`src/rtl/dp_pkg.sv`:
```
// Shared encodings for the 3-bit datapath DP and its command sequencer dp_ctrl.
package dp_pkg;

    localparam logic [1:0] ALU_ADD = 2'b11;
    localparam logic [1:0] ALU_SUB = 2'b10;
    localparam logic [1:0] ALU_AND = 2'b01;
    localparam logic [1:0] ALU_XOR = 2'b00;

    localparam logic [1:0] SEL_IN1 = 2'b11;
    localparam logic [1:0] SEL_IN2 = 2'b10;
    localparam logic [1:0] SEL_ALU = 2'b00;

    typedef enum logic [2:0] {
        IDLE,
        LD1,
        LD2,
        EXEC,
        SHOW
    } state_t;

    // 3-bit modulo ALU; carry and borrow fall off the top.
    function automatic logic [2:0] alu_eval(input logic [1:0] op,
                                            input logic [2:0] x,
                                            input logic [2:0] y);
        case (op)
            ALU_ADD: return x + y;
            ALU_SUB: return x - y;
            ALU_AND: return x & y;
            default: return x ^ y;
        endcase
    endfunction

endpackage

```
`src/rtl/dp_ctrl_if.sv`:
```
// Command handshake between a host and dp_ctrl: one command per valid/ready transfer.
interface dp_ctrl_if #(
    parameter int ADDR_W = 2
);

    logic              cmd_valid;
    logic              cmd_ready;
    logic              cmd_ld;
    logic [1:0]        cmd_op;
    logic [ADDR_W-1:0] cmd_a;
    logic [ADDR_W-1:0] cmd_b;
    logic [ADDR_W-1:0] cmd_d;

    modport master (
        output cmd_valid, cmd_ld, cmd_op, cmd_a, cmd_b, cmd_d,
        input  cmd_ready
    );

    modport slave (
        input  cmd_valid, cmd_ld, cmd_op, cmd_a, cmd_b, cmd_d,
        output cmd_ready
    );

endinterface

```
`src/rtl/dp_ctrl.sv`:
```
// Command sequencer for DP: optional operand load, one ALU operation with write-back,
// then the destination register is shown on DP.out for HOLD_CYCLES cycles.
module dp_ctrl
    import dp_pkg::*;
#(
    parameter int ADDR_W      = 2,
    parameter int HOLD_CYCLES = 1
) (
    input  logic              clk,
    input  logic              rst_n,
    dp_ctrl_if.slave          cmd,
    output logic [1:0]        s1,
    output logic              we,
    output logic [ADDR_W-1:0] wa,
    output logic              rea,
    output logic [ADDR_W-1:0] raa,
    output logic              reb,
    output logic [ADDR_W-1:0] rab,
    output logic [1:0]        c,
    output logic              s2,
    output logic              busy,
    output logic              done
);

    localparam logic [3:0] HOLD_INIT = 4'(HOLD_CYCLES);

    state_t            state;
    logic [3:0]        hold_cnt;
    logic [1:0]        op_q;
    logic [ADDR_W-1:0] a_q;
    logic [ADDR_W-1:0] b_q;
    logic [ADDR_W-1:0] d_q;

    // Outputs are registered: each branch writes the control word of the state being entered.
    always_ff @(posedge clk or negedge rst_n) begin
        if (!rst_n) begin
            state         <= IDLE;
            hold_cnt      <= 4'd0;
            op_q          <= ALU_XOR;
            a_q           <= '0;
            b_q           <= '0;
            d_q           <= '0;
            cmd.cmd_ready <= 1'b1;
            busy          <= 1'b0;
            done          <= 1'b0;
            s1            <= SEL_ALU;
            we            <= 1'b0;
            wa            <= '0;
            rea           <= 1'b0;
            raa           <= '0;
            reb           <= 1'b0;
            rab           <= '0;
            c             <= ALU_XOR;
            s2            <= 1'b0;
        end else begin
            s1   <= SEL_ALU;
            we   <= 1'b0;
            wa   <= '0;
            rea  <= 1'b0;
            raa  <= '0;
            reb  <= 1'b0;
            rab  <= '0;
            c    <= ALU_XOR;
            s2   <= 1'b0;
            done <= 1'b0;
            case (state)
                IDLE: begin
                    if (cmd.cmd_valid && cmd.cmd_ready) begin
                        op_q          <= cmd.cmd_op;
                        a_q           <= cmd.cmd_a;
                        b_q           <= cmd.cmd_b;
                        d_q           <= cmd.cmd_d;
                        busy          <= 1'b1;
                        cmd.cmd_ready <= 1'b0;
                        if (cmd.cmd_ld) begin
                            state <= LD1;
                            s1    <= SEL_IN1;
                            we    <= 1'b1;
                            wa    <= cmd.cmd_a;
                        end else begin
                            state <= EXEC;
                            rea   <= 1'b1;
                            raa   <= cmd.cmd_a;
                            reb   <= 1'b1;
                            rab   <= cmd.cmd_b;
                            c     <= cmd.cmd_op;
                            we    <= 1'b1;
                            wa    <= cmd.cmd_d;
                        end
                    end
                end
                LD1: begin
                    state <= LD2;
                    s1    <= SEL_IN2;
                    we    <= 1'b1;
                    wa    <= b_q;
                end
                LD2: begin
                    state <= EXEC;
                    rea   <= 1'b1;
                    raa   <= a_q;
                    reb   <= 1'b1;
                    rab   <= b_q;
                    c     <= op_q;
                    we    <= 1'b1;
                    wa    <= d_q;
                end
                EXEC: begin
                    // Showing R[d] reuses the ALU as R[d] & R[d].
                    state    <= SHOW;
                    hold_cnt <= HOLD_INIT;
                    rea      <= 1'b1;
                    raa      <= d_q;
                    reb      <= 1'b1;
                    rab      <= d_q;
                    c        <= ALU_AND;
                    s2       <= 1'b1;
                    done     <= (HOLD_INIT == 4'd1);
                end
                SHOW: begin
                    if (hold_cnt == 4'd1) begin
                        state         <= IDLE;
                        busy          <= 1'b0;
                        cmd.cmd_ready <= 1'b1;
                    end else begin
                        hold_cnt <= hold_cnt - 4'd1;
                        rea      <= 1'b1;
                        raa      <= d_q;
                        reb      <= 1'b1;
                        rab      <= d_q;
                        c        <= ALU_AND;
                        s2       <= 1'b1;
                        done     <= (hold_cnt == 4'd2);
                    end
                end
                default: begin
                    state         <= IDLE;
                    busy          <= 1'b0;
                    cmd.cmd_ready <= 1'b1;
                end
            endcase
        end
    end

endmodule

```
`src/flat_wrapper.sv`:
```
// flat-port wrapper written by rule: the top's interface ports become plain ports
module dp_ctrl_flat import dp_pkg::*;
#(
    parameter int ADDR_W      = 2,
    parameter int HOLD_CYCLES = 1
)
  (clk, rst_n, s1, we, wa, rea, raa, reb, rab, c, s2, busy, done, cmd_cmd_valid, cmd_cmd_ld, cmd_cmd_op, cmd_cmd_a, cmd_cmd_b, cmd_cmd_d, cmd_cmd_ready);
  dp_ctrl_if #(.ADDR_W(ADDR_W)) cmd_i ();
  input  logic clk;
  input  logic rst_n;
  output logic [1:0] s1;
  output logic we;
  output logic [ADDR_W-1:0] wa;
  output logic rea;
  output logic [ADDR_W-1:0] raa;
  output logic reb;
  output logic [ADDR_W-1:0] rab;
  output logic [1:0] c;
  output logic s2;
  output logic busy;
  output logic done;
  input wire logic [$bits(cmd_i.cmd_valid)-1:0] cmd_cmd_valid;
  input wire logic [$bits(cmd_i.cmd_ld)-1:0] cmd_cmd_ld;
  input wire logic [$bits(cmd_i.cmd_op)-1:0] cmd_cmd_op;
  input wire logic [$bits(cmd_i.cmd_a)-1:0] cmd_cmd_a;
  input wire logic [$bits(cmd_i.cmd_b)-1:0] cmd_cmd_b;
  input wire logic [$bits(cmd_i.cmd_d)-1:0] cmd_cmd_d;
  output wire logic [$bits(cmd_i.cmd_ready)-1:0] cmd_cmd_ready;
  assign cmd_i.cmd_valid = cmd_cmd_valid;
  assign cmd_i.cmd_ld = cmd_cmd_ld;
  assign cmd_i.cmd_op = cmd_cmd_op;
  assign cmd_i.cmd_a = cmd_cmd_a;
  assign cmd_i.cmd_b = cmd_cmd_b;
  assign cmd_i.cmd_d = cmd_cmd_d;
  assign cmd_cmd_ready = cmd_i.cmd_ready;
  dp_ctrl #(.ADDR_W(ADDR_W), .HOLD_CYCLES(HOLD_CYCLES)) u_core (.clk(clk), .rst_n(rst_n), .cmd(cmd_i), .s1(s1), .we(we), .wa(wa), .rea(rea), .raa(raa), .reb(reb), .rab(rab), .c(c), .s2(s2), .busy(busy), .done(done));
endmodule
```
`config.mk`:
```
export PLATFORM = sky130hd
export DESIGN_NAME = dp_ctrl_flat
export DESIGN_NICKNAME = d
export VERILOG_FILES = /design/src/rtl/dp_pkg.sv /design/src/rtl/dp_ctrl_if.sv /design/src/rtl/dp_ctrl.sv /design/src/flat_wrapper.sv
export SDC_FILE = /design/constraint.sdc
export NUM_CORES = 1
export LEC_CHECK = 0
export CAP_MARGIN = 20
export CELL_PAD_IN_SITES_DETAIL_PLACEMENT = 1
export CELL_PAD_IN_SITES_GLOBAL_PLACEMENT = 1
export CORE_UTILIZATION = 35
export DETAILED_ROUTE_END_ITERATION = 12
export GPL_ROUTABILITY_DRIVEN = 0
export GPL_TIMING_DRIVEN = 0
export HOLD_SLACK_MARGIN = 0.02
export PLACE_DENSITY_LB_ADDON = 0.08
export SLEW_MARGIN = 20
export SYNTH_ARGS = -nofsm -noshare
export SYNTH_HDL_FRONTEND = slang
export SYNTH_SLANG_ARGS = --single-unit
```
`constraint.sdc`:
```
create_clock -name clk -period 1.75 [get_ports clk]
set_clock_uncertainty 0.05 [all_clocks]
set_input_delay 0.175 -clock clk [delete_from_list [all_inputs] [get_ports clk]]
set_output_delay 0.175 -clock clk [all_outputs]
set_load 0.1 [all_outputs]
```
# After elaboration in Yosys (flattened, before gate mapping)
# Cells that the tools add are included.
word_totals:
  ff_bits: 31
  in_bits: 12
  output_inout_bits: 17
  elab_cells: 76
op_classes:
  addsub: 1
  eq_ne: 9
  n_mux: 38
  n_bitwise: 1
  n_reduce_logical: 10
ops:
  columns: ["cell", "count"]
  rows:
  - ["$mux 2", 12]
  - ["$pmux 2 s4", 3]
  - ["$pmux 3 s5", 1]
  - ["$mux 1", 10]
  - ["$pmux 1 s3", 3]
  - ["$pmux 4 s2", 1]
  - ["$eq 3x2->1 const B", 2]
  - ["$mux 3", 2]
  - ["$pmux 1 s2", 3]
  - ["$pmux 2 s3", 1]
  - ["$reduce_and 2->1", 3]
  - ["$eq 4x1->1 const B", 1]
  - ["$eq 4x2->1 const B", 1]
  - ["$mux 4", 1]
  - ["$ne 2x1->1 const B", 2]
  - ["$pmux 2 s2", 1]
  - ["$reduce_or 2->1", 2]
  - ["$sub 4x1->4 const B", 1]
  - ["$eq 3x1->1 const B", 1]
  - ["$eq 3x3->1 const B", 1]
  - ["$logic_not 3->1", 1]
  - ["$reduce_and 3->1", 1]
  - ["$reduce_or 3->1", 1]
  - ["$ne 2x2->1 const B", 1]
  - ["other kinds (3)", 3]

# Depth between registers and ports, before layout
# Gate-level depths: netlist (run 1).
logic_depth:
  ltp_word: 4
  ltp_mapped: 6
  ltp_nobuf: 6

# Worst setup path before layout (run 1)
# No wires, ideal clock.
synth_path:
  kind: "register to register"
  from: "reg u_core.cmd.cmd_ready"
  to: "reg u_core.a_q[0]"
  setup_time_ns: 0.128
  arrival_ns: 1.572
  required_time_ns: 1.572
  setup_slack_ns: 0.000
  stages_incl_launch_ff: 4
  path_buffers: 1
  period_less_slack_ns: 1.750
  cell_sequence: "dfstp_2 -> nand3_1 -> buf_2 -> mux2_1"
synth_via:
  elab_chain_len: 2
synth_lines:
  columns: ["element", "line", "text"]
  rows:
  - ["start, declared", "dp_ctrl_if.sv:21", "output cmd_ready"]
  - ["start signal, assigned", "dp_ctrl.sv:43", "cmd.cmd_ready <= 1'b1;"]
  - ["start signal, assigned", "dp_ctrl.sv:74", "cmd.cmd_ready <= 1'b0;"]
  - ["start signal, assigned", "dp_ctrl.sv:124", "cmd.cmd_ready <= 1'b1;"]
  - ["$logic_and 1x1->1", "dp_ctrl.sv:68", "if (cmd.cmd_valid && cmd.cmd_ready) begin"]
  - ["$reduce_and 2->1 (no line)", null, null]
  - ["end signal, assigned", "dp_ctrl.sv:70", "a_q <= cmd.cmd_a;"]
  - ["end, declared", "dp_ctrl.sv:30", "logic [ADDR_W-1:0] a_q;"]
# No other way between the ends.
# A chain may end at the register's enable or synchronous reset.

# Worst setup path in the final report (run 1)
layout_path:
  from: "reg u_core.cmd.cmd_ready"
  to: "out cmd_cmd_ready"
layout_rtl:
  columns: ["element", "line", "text"]
  rows:
  - ["end, declared", "flat_wrapper.sv:28", "output wire logic [$bits(cmd_i.cmd_ready)-1:0] cmd_cmd_ready;"]
# No word-level cell between the ends.

==> impl_metrics.py, run 1 <==
metrics = {
    "timing": {
        "final-hold-violation-count": 0,
        "slew_headroom_pct": 36.40,
        "slew_violations": 0,
        "period_minus_slack_ns": 1.694,
        "hold_ws_ns": 0.4131,
        "fmax_mhz": 590.4,
        "setup-violations-final": 0,
        "period_share_pct": 96.79,
        "tightest_slew_ns": 0.9577,
    },
    "job": {
        "drv_cap": 0,
    },
    "global_routing": {
        "gr-usage-all-layers_pct": 17.48,
        "grt_pass1_vias": 1137,
        "grt_overflow": 0,
        "grt_max_degree": 32,
        "antenna_found_initial": 0,
        "grt_pass1_wl_um": 5416,
    },
    "layout": {
        "diodes": 0,
        "drive_gt1_share_pct": 16.23,
        "stdcell_area_sq_um": 1839,
        "final_nets": 168,
        "syn_to_final_growth_pct": 34.25,
    },
    "drt": {
        "drtPass1Iterations": 4,
        "drc": 0,
        "vias": 1048,
        "dr.first_iter.drc_count": 28,
        "viasPerCell": 5.188,
        "ant_nets": 0,
        "wl_per_cell_um": 15.03,
        "drt-total-wl_um": 3036,
    },
    "power": {
        "combPwrFrac_pct": 3.9,
        "pwr-share-clk_pct": 41.0,
        "p_seq_share_pct": 55.1,
        "p_leak_uw": 0.0009253,
        "p_switching_uw": 280.0,
        "ir_drop_v": 0.0003907,
        "power_density_nw_per_um2": 707.2,
        "intPower_uw": 1021,
        "swShare_pct": 21.53,
    },
    "synthesis": {
        "ys_warn_count": 0,
        "syn-num-nets": 130,
        "synth_top_family_by_area": "compound AO/OA/AOI/OAI gates",
        "synth_edf_count": 0,
        "netlist.area_leader.share_pct": 54.79,
        "ys_ff_latch": 31,
        "ys.flop_type": "dfrtp_1",
        "synth_top_cell_by_area": "dfrtp_1",
        "ys_seq_area_share_pct": 56.71,
        "synth_xor_area_share_pct": 0,
        "synth_compound_area_share_pct": 17.26,
        "ys_async_sr_fraction_pct": 100.0,
        "yosys.area_share.simple_pct": 9.498,
        "synth_cell_type_count": 39,
        "netlist_area_sq_um": 1370,
        "synthAdderAreaFrac_pct": 2.740,
        "synth_cells": 115,
        "syn_area_per_cell_sq_um": 11.91,
        "synthMuxAreaShare_pct": 8.858,
        "synth_area_leaders": "dfrtp_1 (55%), mux2_1 (6.6%), a32oi_1 (3.2%), ha_1 (2.7%), o21ai_1 (2.2%)",
    },
    "setup_path": {
        "cp_slowest_stage_delay_ns": 0.61,
        "critPathCaptureType": "output pin",
        "path_max_fanout": 8,
        "path_class": "register to output pin",
        "slowest_stage": "dfstp_2",
        "worstPathArrival_ns": 1.47,
        "worst_ep_required_time_ns": 1.52,
        "rr_worst_depth": 4,
        "path_depth": 1,
        "critPathBufInv": 1,
        "critPathLaunchType": "register",
        "cp_cell_sequence": "clkdlybuf4s15_2",
        "cp_top_family": "flip-flops",
    },
    "floorplan": {
        "design.core.area_sq_um": 3716,
        "ioPinCount": 29,
        "die_x_um": 64.57,
        "start_util_pct": 36.87,
        "fp.dieH_um": 64.57,
        "dieArea_sq_um": 4169,
        "rows": 22,
    },
    "placed_design": {
        "hpwl_um": 2111,
        "portBuffers": 28,
        "placed_area_sq_um": 1705,
    },
    "min_path": {
        "hold_path_class": "input port to asynchronous set/reset pin",
    },
    "clock_tree": {
        "clk_latency_ns": 0.28,
        "cts_buffer_depth": 2,
        "cts_tree": "done",
        "numClockSinks": 31,
        "cts-htree-levels": 2,
        "root_buffer": "clkbuf_8",
        "cts.clk_slew.worst_paths_ns": 0.07,
        "cts_buffers": 5,
    },
    "outcome": {
        "status": "finished, final reports clean",
    },
}
layer usage:
layer / wire length (um) / track usage, %
met1: 1284 / 19.57
met2: 1582 / 30.13
met3: 113 / 5.106
met4: 56 / 8.611
met5: 0 / 0
cell usage after synthesis, drive strengths merged (2+ instances only):
master / instances
a211oi: 3
nor3: 4
a32oi: 5
mux2: 9
inv: 8
nor2b: 3
o21ai: 6
a22oi: 2
mux2i: 2
a21oi: 2
nor3b: 2
ha: 3
clkbuf: 4
dfrtp: 30
o22ai: 2
buf: 4
o211ai: 4
nand2: 3
o31ai: 2
nor2: 3
cell families after synthesis:
| family | count (synthesis) |
|---|---|
| buffers and inverters | 16 |
| AOI/OAI and AO/OA | 32 |
| DFF | 31 |
| muxes | 11 |
| adders and majority gates | 3 |
| and+or+nand+nor | 22 |
worst register-to-register path: cells and delay by family (launching register included):
kind,cells,cell delay [ns]
muxes,1,0.25
DFF,1,0.44
buffers and inverters,1,0.14
and+or+nand+nor,2,0.68
final cells by class:
type	count	area, sq um
sequential	31	777.0
multi-input combinational	68	558.0
fill	419	1877
clock buffer	7	76.32
inverter	8	30.03
clock inverter	1	5.005
buffer	7	38.79
timing repair buffer	32	294.0
tap	48	60.06
per-stage QoR:
step                power, uW  cells  setup slack, ns  util, %  setup TNS [ns]
finish                   1301    202          0.05611    49.49               0
global route             1360    202        -0.006818    49.49       -0.006818
CTS                      1327    201         -0.02437    48.79        -0.02437
detailed placement      780.6    191          -0.3244    45.89          -2.860
global placement        780.7    191          -0.2669    46.03          -6.446
floorplan               735.1    115        0.0001883        -               0
flip-flops by register name (all words and copies together), names as in the netlist:
name / count
u_core.rab: 2
u_core.busy: 1
u_core.raa: 2
u_core.cmd.cmd_ready: 1
u_core.hold_cnt: 4
u_core.state: 3
u_core.op_q: 2
u_core.rea: 1
u_core.b_q: 2
u_core.wa: 2
u_core.c: 2
u_core.s2: 1
u_core.we: 1
u_core.done: 1
u_core.d_q: 2
u_core.s1: 2
u_core.a_q: 2
cell usage in the layout (no fill, tap or decap), types with 2 or more instances in the layout:
cell type | Yosys | routed
a21oi_1 | 2 | 2
dlygate4sd2_1 | 0 | 13
buf_2 | 3 | 2
o21ai_1 | 6 | 6
clkbuf_1 | 4 | 6
inv_2 | 2 | 2
mux2i_1 | 2 | 2
a32oi_1 | 5 | 5
o22ai_1 | 2 | 2
clkdlybuf4s50_1 | 0 | 10
a211oi_1 | 3 | 3
buf_4 | 1 | 4
nor3_1 | 3 | 3
a22oi_1 | 2 | 2
inv_1 | 6 | 6
mux2_1 | 8 | 8
ha_1 | 3 | 3
nor2_1 | 3 | 3
clkdlybuf4s15_2 | 0 | 2
dfrtp_1 | 30 | 30
o211ai_1 | 4 | 4
nand2_1 | 3 | 3
nor2b_1 | 3 | 3
clkbuf_8 | 0 | 5
clkdlybuf4s15_1 | 0 | 2
path summary, 6_finish.rpt:
kind | start | endpoint | slack [ns]
setup / recovery | u_core.cmd.cmd_ready | cmd_cmd_ready | 0.06
hold / removal | rst_n | u_core.hold_cnt[3] | 0.41
setup reg to reg | u_core.state[1] | u_core.hold_cnt[0] | 0.06
hold reg to reg | u_core.op_q[1] | u_core.c[1] | 0.44
max in group asynchronous | rst_n | u_core.s1[0] | 0.79
min in group clk | u_core.op_q[1] | u_core.c[1] | 0.44
repair_timing:
item	4_1_cts	5_1_grt
buffers inserted	2	2
pin swaps	3	2
setup endpoints to repair	41	4
hold buffers	1	0
gates resized for setup	27	5
hold endpoints to repair	30	0
power by group through the flow:
stage | Clock (uW) | Combinational [uW] | Sequential [uW]
after detailed placement | 0 | 50.7 | 730
after global routing | 587 | 56.8 | 716
after global placement | 0 | 50.7 | 730
after CTS | 559 | 52.3 | 717
final | 533 | 50.5 | 717
after floorplan | 0 | 5.00 | 730
Power figures use the tool's default switching activity.
==> run 2: changes to the inputs <==
PLACE_DENSITY_LB_ADDON = 0.1   (was 0.08)
==> run 2 against run 1 <==
Effect of this change: clock power up 16%; hold slack better by 0.0015 ns; non-clock buffer count up 1; total power up 6.6%; routed wire length up 5.4%; utilization up 0.67 points; combinational power about the same; first-iteration DRC count up 71%; critical path type unchanged; clock-buffer cell count up 1; highest routed layer unchanged; sequential cell count unchanged; global-route usage up 1.0 points; maximum frequency down 0.79%.
==> impl_metrics.py, run 2 (synthesized netlist as in run 1, its figures left out) <==
metrics = {
    "layout": {
        "final_common_cell": "dfrtp_1",
        "regMostFlops": "u_core.hold_cnt",
        "fin_cells": 203,
        "final_nets": 169,
        "drive_gt1_share_pct": 17.42,
        "final_cell_mix": "dfrtp_1 (30), dlygate4sd2_1 (14), clkdlybuf4s50_1 (10)",
        "diodes": 0,
        "stdcell_area_sq_um": 1864,
        "top_regs": "u_core.hold_cnt x4, u_core.state x3",
        "largest_reg_flops": 4,
        "syn_to_final_growth_pct": 36.07,
    },
    "floorplan": {
        "ioPinCount": 29,
        "rows": 22,
        "start_util_pct": 36.87,
        "fp.dieH_um": 64.57,
        "design.core.area_sq_um": 3716,
        "die_x_um": 64.57,
        "dieArea_sq_um": 4169,
    },
    "setup_path": {
        "rr_worst_depth": 5,
        "cp-startpoint": "u_core.busy",
        "critPathCaptureType": "output pin",
        "r2r_slack_ns": 0.07,
        "worst_ep_required_time_ns": 1.52,
        "cp_cell_sequence": "dlygate4sd2_1",
        "cp_slowest_stage_delay_ns": 0.85,
        "critPathBufInv": 1,
        "path_class": "register to output pin",
        "slowest_stage": "dlygate4sd2_1",
        "path_max_fanout": 2,
        "cp_top_family": "buffers and inverters",
        "path_depth": 1,
        "worstPathArrival_ns": 1.48,
        "critPathLaunchType": "register",
        "r2r-start": "u_core.state[1]",
        "crit_end": "busy",
        "reg2reg_to": "u_core.hold_cnt[0]",
    },
    "drt": {
        "dr.first_iter.drc_count": 48,
        "wl_per_cell_um": 15.77,
        "viasPerCell": 5.232,
        "drc": 0,
        "ant_nets": 0,
        "drtPass1Iterations": 3,
        "vias": 1062,
        "drt-total-wl_um": 3201,
    },
    "timing": {
        "period_share_pct": 97.56,
        "setup-violations-final": 0,
        "period_minus_slack_ns": 1.707,
        "tightest_slew_ns": 0.9569,
        "final-hold-violation-count": 0,
        "slew_violations": 0,
        "slew_headroom_pct": 36.46,
        "hold_ws_ns": 0.4146,
        "fmax_mhz": 585.7,
        "rsz0062_at_grt": "no",
    },
    "global_routing": {
        "grt_pass1_vias": 1144,
        "grt_overflow": 0,
        "gr-usage-all-layers_pct": 18.48,
        "grt_pass1_wl_um": 5568,
        "antenna_found_initial": 0,
        "grt_max_degree": 32,
    },
    "clock_tree": {
        "numClockSinks": 31,
        "cts.clk_slew.worst_paths_ns": 0.07,
        "clk_latency_ns": 0.28,
        "cts-htree-levels": 2,
        "root_buffer": "clkbuf_8",
        "cts_tree": "done",
        "cts_buffers": 5,
        "cts_buffer_depth": 2,
    },
    "power": {
        "p_leak_uw": 0.0009454,
        "power_density_nw_per_um2": 743.5,
        "ir_drop_v": 0.0004734,
    },
    "placed_design": {
        "portBuffers": 28,
        "dpl.cell_count": 191,
        "placed_area_sq_um": 1705,
        "hpwl_um": 2226,
    },
    "min_path": {
        "hold_path_class": "input port to asynchronous set/reset pin",
    },
    "outcome": {
        "status": "finished, final reports clean",
    },
    "job": {
        "drv_cap": 0,
    },
}
==> run 2: cell types whose count changed in the layout (fill, tap and decap cells not counted) <==
cell | previous run | this run
clkbuf_1 | 6 | 5
clkinv_2 | 1 | 0
clkdlybuf4s15_1 | 2 | 1
clkbuf_8 | 5 | 7
dlygate4sd2_1 | 13 | 14
buf_4 | 4 | 5
==> run 2: per-layer routing <==
layer | wire (um) | up-vias | track usage (%)
met5 | 0 | - | 0
met4 | 36 | 0 | 7.500
met3 | 104 | 4 | 6.338
met2 | 1784 | 18 | 32.50
met1 | 1276 | 544 | 20.20
li1 | - | 496 | -
==> run 2: worst min-delay path by stage <==
stage	to	depth (start not counted)
floorplan	u_core.a_q[0]	0
global placement	u_core.c[0]	2
detailed placement	u_core.hold_cnt[2]	1
CTS	u_core.hold_cnt[2]	2
global route	u_core.a_q[0]	1
finish	u_core.done	2
==> run 2: power breakdown <==
group | switching [uW] | total [uW] | leakage [uW] | internal [uW]
logic | 25.0 | 50.5 | 0.000464 | 25.5
registers | 0 | 717 | 0.000430 | 717
clock network | 260 | 619 | 0.0000515 | 359
==> run 2: cell type report <==
| class | instances | area [sq um] |
|---|---|---|
| Inverter | 8 | 30.03 |
| Fill cell | 417 | 1852 |
| Timing Repair Buffer | 33 | 300.3 |
| Clock buffer | 8 | 100.1 |
| Multi-Input combinational cell | 68 | 558.0 |
| Buffer | 7 | 38.79 |
| Tap cell | 48 | 60.06 |
| Sequential cell | 31 | 777.0 |
==> run 2: per-stage QoR <==
stage,utilization [%],power [uW],worst slack [ns],TNS (ns)
after floorplan,-,735.1,0.0001883,0
after global placement,46.03,780.6,-0.2208,-5.439
after detailed placement,45.89,780.3,-0.2553,-2.229
after CTS,49.49,1403,0.01352,0
after global routing,50.17,1447,0.004344,0
final,50.17,1386,0.04267,0
==> run 2: timing repair <==
item / 4_1_cts / 5_1_grt
pin swaps: 2 / 0
gates resized for setup: 27 / 4
buffers inserted: 3 / 1
hold buffers: 1 / 0
endpoints found under the setup margin: 35 / 2
endpoints found under the hold margin: 30 / 0
==> run 3: changes to the inputs <==
GPL_TIMING_DRIVEN = unset   (was 0)
PLACE_DENSITY = 0.8   (was unset)
PLACE_DENSITY_LB_ADDON = unset   (was 0.1)
==> run 3 against run 2 <==
Effect of this change: utilization is 0.74 points lower; clock-buffer cell count is 1 lower; routed wire length is 0.62% higher; critical endpoint is now u_core.hold_cnt[0]; sequential power hardly changed; highest routed layer unchanged; register-to-register slack better by 0.03 ns; hold slack worse by 0.17 ns; clock power is 15% lower; first-iteration DRC count is 67% lower.
==> impl_metrics.py, run 3 (synthesized netlist as in run 1, its figures left out) <==
metrics = {
    "layout": {
        "diodes": 0,
        "largest_reg_flops": 4,
        "final_cell_mix": "dfrtp_1 (30), buf_4 (27), clkdlybuf4s50_1 (11)",
        "final_common_cell": "dfrtp_1",
        "stdcell_area_sq_um": 1837,
        "nFillCells": 419,
        "drive_gt1_share_pct": 27.74,
        "syn_to_final_growth_pct": 34.06,
        "regMostFlops": "u_core.hold_cnt",
        "final_nets": 169,
        "final_core_util_pct": 49.43,
        "top_regs": "u_core.hold_cnt x4, u_core.state x3",
    },
    "global_routing": {
        "antenna_found_initial": 0,
        "grt_pass1_wl_um": 5533,
        "met3_usage_pct": 5.282,
        "gr-usage-all-layers_pct": 18.20,
        "grt_max_degree": 32,
        "busiest_layer": "met2",
        "grt_overflow": 0,
        "grtUsageMet2_pct": 32.37,
        "grt_pass1_vias": 1150,
        "met1_usage_pct": 20.13,
    },
    "clock_tree": {
        "hold_buffers": 0,
        "cts_tree": "done",
        "cts_buffers": 5,
        "numClockSinks": 31,
        "cts-htree-levels": 2,
        "cts_setup_buffers": 0,
        "clk_latency_ns": 0.28,
        "cts_buffer_depth": 2,
        "root_buffer": "clkbuf_8",
        "cts.clk_slew.worst_paths_ns": 0.06,
    },
    "floorplan": {
        "dieArea_sq_um": 4169,
        "die_x_um": 64.57,
        "ioPinCount": 29,
        "start_util_pct": 36.87,
        "design.core.area_sq_um": 3716,
        "rows": 22,
        "fp.dieH_um": 64.57,
    },
    "power": {
        "p_switching_uw": 273.9,
        "p_seq_share_pct": 55.2,
        "intPower_uw": 1025,
        "ir_drop_v": 0.0004231,
        "swShare_pct": 21.09,
        "p_leak_uw": 0.0009150,
        "power_density_nw_per_um2": 707.0,
        "pwr-share-clk_pct": 40.5,
        "combPwrFrac_pct": 4.3,
        "total_power_uw": 1299,
    },
    "timing": {
        "fmax_mhz": 605.5,
        "period_share_pct": 94.37,
        "setup-violations-final": 0,
        "slew_headroom_pct": 70.50,
        "tightest_slew_ns": 0.4406,
        "hold_ws_ns": 0.2410,
        "rsz0062_at_grt": "no",
        "period_minus_slack_ns": 1.652,
        "slew_violations": 0,
        "final-hold-violation-count": 0,
    },
    "setup_path": {
        "r2r-start": "u_core.hold_cnt[1]",
        "worstPathArrival_ns": 1.77,
        "cp_cell_sequence": "inv_1 -> ha_1 -> nor3b_2 -> buf_4 -> o21a_1 -> inv_2 -> mux2_2",
        "cp_top_family": "flip-flops",
        "rr_worst_depth": 7,
        "reg2reg_to": "u_core.hold_cnt[0]",
        "cp-startpoint": "u_core.hold_cnt[1]",
        "crit_end": "u_core.hold_cnt[0]",
        "critPathLaunchType": "register",
        "slowest_stage": "dfrtp_1",
        "path_max_fanout": 4,
        "worst_ep_required_time_ns": 1.86,
        "path_depth": 7,
        "cp_slowest_stage_delay_ns": 0.41,
        "critPathBufInv": 3,
        "path_class": "register to register",
        "critPathCaptureType": "register",
        "r2r_slack_ns": 0.1,
    },
    "drt": {
        "ant_nets": 0,
        "vias": 1071,
        "wl_per_cell_um": 15.87,
        "dr.first_iter.drc_count": 16,
        "drtPass1Iterations": 3,
        "drc": 0,
        "viasPerCell": 5.276,
        "drt-total-wl_um": 3221,
    },
    "placed_design": {
        "portBuffers": 28,
        "hpwl_um": 2380,
        "placed_area_sq_um": 1745,
    },
    "min_path": {
        "hold_path_class": "input port to asynchronous set/reset pin",
    },
    "job": {
        "drv_cap": 0,
    },
    "outcome": {
        "status": "finished, final reports clean",
    },
}
-- run 3: cell count changes in the layout (fill, tap and decap cells not counted), moves of 2 or more --
| cell | before | now |
|---|---|---|
| buf_2 | 2 | 0 |
| dlygate4sd2_1 | 14 | 0 |
| buf_4 | 5 | 27 |
| clkbuf_1 | 5 | 2 |
| buf_12 | 0 | 2 |
| clkbuf_8 | 7 | 5 |
| clkdlybuf4s15_2 | 2 | 0 |
-- run 3: final cells by class --
class	instances	area (sq um)	share of cell area [%]
Sequential cell	31	777.0	42.30
Multi-Input combinational cell	68	535.5	29.16
Timing Repair Buffer	40	352.8	19.21
Clock buffer	7	76.32	4.155
Tap cell	48	60.06	3.270
Inverter	8	30.03	1.635
Clock inverter	1	5.005	0.2725
-- run 3: worst min path at each step --
stage / end / slack [ns]
5_1_grt: u_core.hold_cnt[3] / 0.26
3_5_place_dp: u_core.a_q[1] / 0.43
3_3_place_gp: u_core.c[0] / 0.42
2_1_floorplan: u_core.a_q[0] / -0.17
4_1_cts: u_core.done / 0.25
6_report: u_core.done / 0.24
-- run 3: power groups by stage --
stage	registers [uW]	clock network, uW	logic, uW
2_1_floorplan	730	0	5.00
3_3_place_gp	730	0	55.4
3_5_place_dp	730	0	57.4
4_1_cts	717	550	57.4
5_1_grt	716	582	61.7
6_report	717	526	55.9
-- run 3: worst register-to-register path, delay by kind of cell (launching register included) --
family          cells  cell delay [ns]
mux                 1             0.26
buf+inv             3             0.31
simple gates        1             0.22
compound gates      1             0.15
flops               1             0.41
fa+ha+maj           1             0.14
-- run 3: metrics by stage --
stage,instances,setup slack (ns),TNS (ns)
6_report,203,0.09845,0
2_1_floorplan,115,0.0001883,0
5_1_grt,203,0.05406,0
3_3_place_gp,195,0.1650,0
3_5_place_dp,195,-0.01926,-0.02486
4_1_cts,203,0.1041,0
-- run 3: per-layer routing --
layer	up-vias	share of wire [%]	wire [um]
met5	-	0	0
met4	0	1.1	34
met3	6	3.7	119
met2	24	53	1703
met1	545	42	1364
li1	496	-	-
-- run 3: what timing repair did --
item,CTS,global route
setup endpoints to repair,3,1
pin swaps,0,0
gates resized for setup,2,1
